<file path="src/rtl/tag_domain_ctrl_pkg.sv">
// tag_domain_ctrl_pkg: shared tag encodings, controller states and size defaults.
package tag_domain_ctrl_pkg;
  localparam logic TAG_L = 1'b0;
  localparam logic TAG_H = 1'b1;
  localparam int DEPTH_DEF = 16;
  localparam int IDXW_DEF = 4;
  localparam int DW_DEF = 3;
  typedef enum logic [1:0] {RUN, SCRUB, FLUSH} state_t;
endpackage

</file>
<file path="src/rtl/tag_slot_timer.sv">
// tag_slot_timer: free-running low/high slot bit, 0 = low slot.
module tag_slot_timer (
  input  logic clk,
  input  logic rst_n,
  output logic slot
);
  always_ff @(posedge clk or negedge rst_n)
    if (!rst_n) slot <= 1'b0;
    else slot <= ~slot;
endmodule

</file>
<file path="src/rtl/tag_domain_ctrl.sv">
// tag_domain_ctrl: time-sliced write arbiter and reclassification sequencer for a tagged array.
module tag_domain_ctrl
  import tag_domain_ctrl_pkg::*;
#(
  parameter int DEPTH = DEPTH_DEF,
  parameter int IDXW = IDXW_DEF,
  parameter int DW = DW_DEF
) (
  input  logic             clk,
  input  logic             rst_n,
  input  logic             lo_req_valid,
  input  logic [IDXW-1:0]  lo_req_idx,
  input  logic [DW-1:0]    lo_req_data,
  output logic             lo_req_ready,
  input  logic             hi_req_valid,
  input  logic [IDXW-1:0]  hi_req_idx,
  input  logic [DW-1:0]    hi_req_data,
  output logic             hi_req_ready,
  output logic             hi_req_drop,
  input  logic             reclass_valid,
  input  logic [IDXW-1:0]  reclass_idx,
  input  logic             reclass_to_high,
  output logic             reclass_ready,
  input  logic             flush_start,
  output logic             flush_busy,
  output logic             arr_we,
  output logic [IDXW-1:0]  arr_idx,
  output logic [DW-1:0]    arr_data,
  output logic [DEPTH-1:0] tags_o
);
  logic slot, lo_slot, run_lo, hit, fclr, fclr_n, we_n;
  state_t state, state_n;
  logic [DEPTH-1:0] tags, tags_n;
  logic [IDXW-1:0] sidx, sidx_n, ptr, ptr_n, idx_n;
  logic [DW-1:0] data_n;
  tag_slot_timer u_slot (.clk(clk), .rst_n(rst_n), .slot(slot));
  assign lo_slot = rst_n & ~slot;
  assign run_lo = lo_slot & (state == RUN);
  assign flush_busy = state == FLUSH;
  assign reclass_ready = run_lo & ~flush_start & reclass_valid;
  assign lo_req_ready = run_lo & ~flush_start & ~reclass_valid & lo_req_valid;
  assign hi_req_ready = rst_n & slot & hi_req_valid;
  // the entry mid-declassification must not take fresh H data
  assign hit = (state == SCRUB && hi_req_idx == sidx) || (state == FLUSH && hi_req_idx == ptr);
  assign hi_req_drop = hi_req_ready & (tags[hi_req_idx] == TAG_L | hit);
  assign tags_o = tags;
  always_comb begin
    state_n = state;
    tags_n = tags;
    sidx_n = sidx;
    ptr_n = ptr;
    fclr_n = fclr;
    we_n = 1'b0;
    idx_n = arr_idx;
    data_n = arr_data;
    if (hi_req_ready && !hi_req_drop) begin
      we_n = 1'b1;
      idx_n = hi_req_idx;
      data_n = hi_req_data;
    end
    if (run_lo && flush_start) begin
      state_n = FLUSH;
      ptr_n = '0;
      fclr_n = 1'b0;
    end else if (reclass_ready) begin
      if (reclass_to_high) tags_n[reclass_idx] = TAG_H;
      else if (tags[reclass_idx] == TAG_H) begin
        we_n = 1'b1;
        idx_n = reclass_idx;
        data_n = '0;
        sidx_n = reclass_idx;
        state_n = SCRUB;
      end
    end else if (lo_req_ready) begin
      we_n = 1'b1;
      idx_n = lo_req_idx;
      data_n = lo_req_data;
    end
    if (lo_slot && state == SCRUB) begin
      tags_n[sidx] = TAG_L;
      state_n = RUN;
    end
    // H entries take two low slots (zero data, then relabel); L entries take one
    if (lo_slot && state == FLUSH) begin
      if (!fclr && tags[ptr] == TAG_H) begin
        we_n = 1'b1;
        idx_n = ptr;
        data_n = '0;
        fclr_n = 1'b1;
      end else begin
        if (fclr) tags_n[ptr] = TAG_L;
        fclr_n = 1'b0;
        if (ptr == IDXW'(DEPTH - 1)) state_n = RUN;
        else ptr_n = ptr + 1'b1;
      end
    end
  end
  always_ff @(posedge clk or negedge rst_n)
    if (!rst_n) begin
      state <= RUN;
      tags <= '1;
      sidx <= '0;
      ptr <= '0;
      fclr <= 1'b0;
      arr_we <= 1'b0;
      arr_idx <= '0;
      arr_data <= '0;
    end else begin
      state <= state_n;
      tags <= tags_n;
      sidx <= sidx_n;
      ptr <= ptr_n;
      fclr <= fclr_n;
      arr_we <= we_n;
      arr_idx <= idx_n;
      arr_data <= data_n;
    end
endmodule

</file>
<file path="config.mk">
export PLATFORM = sky130hd
export DESIGN_NAME = tag_domain_ctrl
export DESIGN_NICKNAME = d
export VERILOG_FILES = /design/src/rtl/tag_domain_ctrl_pkg.sv /design/src/rtl/tag_slot_timer.sv /design/src/rtl/tag_domain_ctrl.sv
export SDC_FILE = /design/constraint.sdc
export NUM_CORES = 1
export LEC_CHECK = 0
export ABC_AREA = 1
export BUFFER_PORTS_ARGS = -buffer_cell sky130_fd_sc_hd__buf_4
export CORE_AREA = 3 3 124 66
export DETAILED_ROUTE_END_ITERATION = 8
export DIE_AREA = 0 0 127 69
export GPL_ROUTABILITY_DRIVEN = 0
export PLACE_DENSITY = 0.71
export SYNTH_ARGS = -nofsm -noshare
export SYNTH_HDL_FRONTEND = slang
export SYNTH_SLANG_ARGS = --single-unit
export TNS_END_PERCENT = 50
</file>
<file path="constraint.sdc">
create_clock -name clk -period 2.2 [get_ports clk]
set_input_delay 0.11 -clock clk [delete_from_list [all_inputs] [get_ports clk]]
set_output_delay 0.11 -clock clk [all_outputs]
set_load 0.03 [all_outputs]
</file>
Word-level counts from Yosys, hierarchy flattened

Index checks and enable logic that the tools add are counted.

Register bits: 36
Bits of input ports: 25
Output and inout bits: 29
Word-level logic and storage cells: 117

Add/sub/neg operators: 1
$lt $le $gt $ge: 7
Equal/unequal tests: 5
Muxes and demuxes: 58
Bitwise gates (word level): 21
Reductions and logical operators: 16

Operators by type and width:

| operator                                                    | number |
|---|---|
| 2-to-1 mux 16 bit                                           | 7 |
| 2-to-1 mux 4 bit                                            | 12 |
| bitwise AND 16 bit                                          | 2 |
| NOT 16 bit                                                  | 2 |
| 2-to-1 mux 3 bit                                            | 8 |
| less-than comparator 4 x 5 -> 1 bit (second input constant) | 4 |
| 2-to-1 mux 1 bit                                            | 17 |
| 2-to-1 mux 2 bit                                            | 8 |
| bitwise OR 16 bit                                           | 1 |
| binary-select mux 1 bit (select 4 bit)                      | 3 |
| demux 1 bit (select 4 bit)                                  | 3 |
| >= comparator 4 x 1 -> 1 bit (second input constant)        | 3 |
| logical AND 1 bit                                           | 10 |
| bitwise AND 1 bit                                           | 9 |
| equality test 4 bit                                         | 2 |
| NOT 1 bit                                                   | 6 |
| adder 4 x 1 -> 4 bit (second input constant)                | 1 |
| equality test 4 bit (second input constant)                 | 1 |
| AND reduction 4 bit                                         | 1 |
| equality test 2 x 1 -> 1 bit (second input constant)        | 1 |
| equality test 2 bit (second input constant)                 | 1 |
| zero test 1 bit                                             | 2 |
| zero test 2 bit                                             | 1 |
| nonzero test 2 bit                                          | 1 |
| 2 further kinds                                             | 2 |

Depth between registers and ports, before layout

Depth in word-level cells: 14
Mapped depth: 13
Depth with buffers taken out: 13

By module

A second synthesis with hierarchy kept.

Cell total of the unflattened synthesis: 422
Area total of the unflattened synthesis: 2847.7 um^2

By module, submodules not included:

| module          | instances | cells each | area each (um^2) | sequential area each (um^2) |
|---|---|---|---|---|
| tag_domain_ctrl | 1         | 420        | 2819.0           | 895.9 |
| tag_slot_timer  | 1         | 2          | 28.8             | 25.0 |

Least setup slack after synthesis

OpenSTA, ideal clock, no wires.

Path type: flip-flop to output port
Start point: reg state[0]
End point: out hi_req_drop
Arrival time: 2.303 ns
Data required time: 2.090 ns
Setup slack: -0.213 ns
Cell stages (with the launch flop): 8
Buffers on the path: 0
Path through: dfrtp_1 nor2_1 o21ai_0 nor2_1 nand3_1 nand2_1 nor2_2 nor4_1

Word-level cells in the longest chain between the ends: 5
Elaborated cells on any way between the ends: 7
Classes of those cells: eq/ne: 2; bitwise: 2; reduce/logical: 3

Ends and longest elaborated chain:

| what                   | RTL line               | RTL |
|---|---|---|
| from (decl)            | tag_domain_ctrl.sv:32  | `state_t state, state_n;` |
| from (signal assigned) | tag_domain_ctrl.sv:109 | `state <= state_n;` |
| equality test 2 bit    | n/a                    |  |
| named net flush_busy   | tag_domain_ctrl.sv:25  | `output logic flush_busy,` |
| logical AND 1 bit      | tag_domain_ctrl.sv:44  | `assign hit = (state == SCRUB && hi_req_idx == sidx) \|\| (state == FLUSH && hi_req_idx == ptr);` |
| logical OR 1 bit       | tag_domain_ctrl.sv:44  |  |
| bitwise OR 1 bit       | tag_domain_ctrl.sv:45  | `assign hi_req_drop = hi_req_ready & (tags[hi_req_idx] == TAG_L \| hit);` |
| bitwise AND 1 bit      | tag_domain_ctrl.sv:45  |  |
| to (decl)              | tag_domain_ctrl.sv:19  | `output logic hi_req_drop,` |

The timed path passes the listed nets, and every way through them passes these cells.

Final worst setup path

Start point: reg tags[12] (netlist: tags_o[12])
End point: out hi_req_drop

Word-level cells in the longest chain between the ends: 5

Ends and longest elaborated chain:

| what                                   | RTL line               | RTL |
|---|---|---|
| from (decl)                            | tag_domain_ctrl.sv:33  | `logic [DEPTH-1:0] tags, tags_n;` |
| from (signal assigned)                 | tag_domain_ctrl.sv:110 | `tags <= tags_n;` |
| binary-select mux 1 bit (select 4 bit) | tag_domain_ctrl.sv:45  |  |
| 2-to-1 mux 1 bit (implied by the code) | tag_domain_ctrl.sv:45  |  |
| NOT 1 bit                              | tag_domain_ctrl.sv:45  |  |
| bitwise OR 1 bit                       | tag_domain_ctrl.sv:45  |  |
| bitwise AND 1 bit                      | tag_domain_ctrl.sv:45  |  |

No other way between the ends. The select of a mux whose other input is x is not followed.

==> flow_metrics.py <==
metrics = {
    "floorplan": {
        "die-area_um2": 8760,
        "io_pins": 54,
        "start_util": 0.396,
        "num_rows": 22,
        "design.core.area_um2": 7210,
        "die_x_um": 127,
        "fp.dieH_um": 69,
    },
    "placed_design": {
        "io_buffers": 53,
        "dpl.hpwl_um": 7050,
        "dpl.cell_count": 585,
    },
    "grt": {
        "grt_pass1_wl_um": 14600,
        "antenna_found_initial": 0,
        "grt_pass1_vias": 2878,
        "grt.total_usage": 0.206,
        "grt_max_degree": 33,
        "overflow": 0,
    },
    "synth": {
        "synth_seq_cells": 36,
        "async_flop_share": 1.00,
        "synthCells": 441,
        "ys_seq_area_frac": 0.323,
        "mappedNetlistArea_um2": 2850,
        "synth_edf_count": 0,
        "yosys_warnings": 0,
        "synth_cell_types": 36,
        "ys.flop_type": "dfrtp_1",
        "synth_area_per_cell_um2": 6.47,
        "synth_nets": 470,
    },
    "power_and_ir_drop": {
        "power.share.sequential": 0.308,
        "power.switching_w": 0.00118,
        "vdd_ir_drop_max_mv": 0.386,
        "powerDensity_nw_per_um2": 838,
        "clkPwrFrac": 0.295,
        "p_sw_frac": 0.395,
        "internal_power_w": 0.00180,
        "share_comb_of_total_power": 0.396,
        "p_leak_nw": 1.85,
    },
    "clock_tree": {
        "clock-sinks": 36,
        "cts_buffers": 5,
        "clockBufferDepth": 2,
        "clk_pin_slew_ns": 0.06,
        "cts-root-buf": "clkbuf_16",
        "htreeDepth": 2,
        "clk_latency_ns": 0.28,
        "tritoncts": "done",
    },
    "finish": {
        "n_antenna_cell": 0,
        "area_delta_synth_final_pct": 24.3,
        "final_common_cell": "nand2_1",
        "drive_above_1_share": 0.219,
        "mostFrequentLayoutCells": "nand2_1, inv_1, buf_4",
        "final_net_count": 526,
        "final_cells": 594,
    },
    "sta": {
        "maxSlewHeadroom": 0.696,
        "finalHoldViolations": 0,
        "setup_viol": 0,
        "fin_crit_sh": 0.928,
        "max_freq_mhz": 490,
        "fin_tns_setup_ns": 0,
        "drv_slew": 0,
        "min_period_ns": 2.04,
        "skew_ns": 0.00329,
        "worst_pin_slew_ns": 0.452,
        "rsz0062_at_grt": "no",
    },
    "critical_path": {
        "path_cells": "inv_1, o21ai_0, nand3_1, nand3_1, nand2_1, nor2_2, nor4_2, buf_4",
        "timing.critical_path.buf_inv": 2,
        "crit-reg2reg-launch": "u_slot.slot",
        "cp_common_cell": "nand3_1",
        "rr_worst_depth": 10,
        "crit_path_start_kind": "flip-flop",
        "critPathRequiredTime_ns": 2.09,
        "slowest_delay_ns": 0.54,
        "cp.depth": 8,
        "cp_top_family": "simple AND/OR/NAND/NOR gates",
        "cp_max_fo": 8,
        "cp-end-kind": "output pin",
        "arrival_ns": 1.93,
        "path_class": "reg -> out",
        "slowest_stage": "dfstp_2",
        "worstSetupStartpoint": "tags_o[12]",
    },
    "drt": {
        "dr_total_vias": 3182,
        "wl_per_cell_um": 15.4,
        "route.antenna.remaining_nets": 0,
        "dr.pass1.iters": 5,
        "viasPerCell": 5.36,
        "drc": 0,
        "drt-initial-drc-count": 311,
        "detail_route.wirelength_um": 9180,
    },
    "hold_path": {
        "hold_class": "in -> async",
    },
    "job": {
        "drv_cap": 0,
    },
    "run_status": {
        "status": "finished, final reports clean",
    },
}
==> layer usage <==
metal	global-route usage	share of wire
met1	0.297	0.46
met4	0.0452	0.0085
met5	0	0
met2	0.313	0.43
met3	0.0495	0.094
==> Yosys cell counts (2+ instances only) <==
cell type / n / share of area
nor3_2: 2 / 0.0070
nor2_2: 4 / 0.0088
buf_2: 5 / 0.0088
nor2_4: 4 / 0.016
o21ai_1: 5 / 0.0088
nand3_1: 44 / 0.077
nand2_2: 2 / 0.0044
nor2_1: 46 / 0.061
o211ai_1: 3 / 0.0079
o21ai_0: 21 / 0.037
nand2_4: 2 / 0.0079
nor3_4: 2 / 0.011
dfstp_2: 16 / 0.15
inv_2: 5 / 0.0066
a21oi_1: 36 / 0.063
a211oi_1: 3 / 0.0079
buf_4: 3 / 0.0079
nand4_1: 5 / 0.011
ha_1: 4 / 0.018
o31ai_1: 4 / 0.011
nand2_1: 124 / 0.16
dfrtp_1: 20 / 0.18
nor3_1: 7 / 0.012
inv_1: 62 / 0.082
==> flip-flops by register name (all words and copies together) (netlist names) <==
| register | flops |
|---|---|
| arr_data | 3 |
| tags_o | 16 |
| state | 2 |
| arr_idx | 4 |
| sidx | 4 |
| arr_we | 1 |
| ptr | 4 |
| fclr | 1 |
| u_slot.slot | 1 |
==> repair_timing <==
item | CTS | global route
hold buffers | 1 | 0
endpoints found under the setup margin | 0 | 1
gates resized for setup | 0 | 1
buffers inserted | 0 | 0
endpoints found under the hold margin | 20 | 0
==> kinds of logic after synthesis <==
family	Yosys count	synth area share
DFF	36	0.323
xor gates and xnor gates	2	0.00614
and+or+nand+nor	244	0.386
buffers and inverters	77	0.110
adders and majority gates	4	0.0175
AOI/OAI and AO/OA	78	0.157
==> final cells by class <==
class                   count  area, um^2
multi-input cells         328        1630
fillers                   745        3660
well taps                  96         120
repair buffers             59         445
inverters                  67         251
clock buffers               7         153
clock inverters             1        30.0
flip-flops and latches     36         921
==> power by group through the flow <==
stage / clock network [W] / logic (W) / registers [W]
after floorplan: 0 / 0.000713 / 0.00102
after global placement: 0 / 0.00115 / 0.000920
after detailed placement: 0 / 0.00116 / 0.000922
after CTS: 0.000884 / 0.00117 / 0.000913
after global routing: 0.000914 / 0.00129 / 0.000932
final: 0.000879 / 0.00118 / 0.000917
==> worst paths after layout <==
| path | endpoint | slack [ns] |
|---|---|---|
| max | hi_req_drop | 0.16 |
| max in group asynchronous | tags_o[2] | 1.38 |
| min reg2reg | u_slot.slot | 0.43 |
| min | u_slot.slot | 0.17 |
| min in group clk | arr_data[2] | 0.17 |
| max reg2reg | sidx[0] | 0.29 |
==> per-stage QoR <==
| step | worst slack (ns) | hold slack (ns) | total power [W] | utilization | instance area (um^2) |
|---|---|---|---|---|---|
| floorplan | 0.143 | -0.186 | 0.00173 | - | 2860 |
| detailed placement | 0.269 | -0.0728 | 0.00208 | 0.465 | 3350 |
| global route | 0.0246 | 0.189 | 0.00314 | 0.492 | 3550 |
| finish | 0.159 | 0.168 | 0.00297 | 0.492 | 3550 |
| global placement | 0.273 | -0.0735 | 0.00207 | 0.465 | 3350 |
| CTS | 0.135 | 0.166 | 0.00297 | 0.491 | 3540 |
Power figures use the tool's default switching activity.
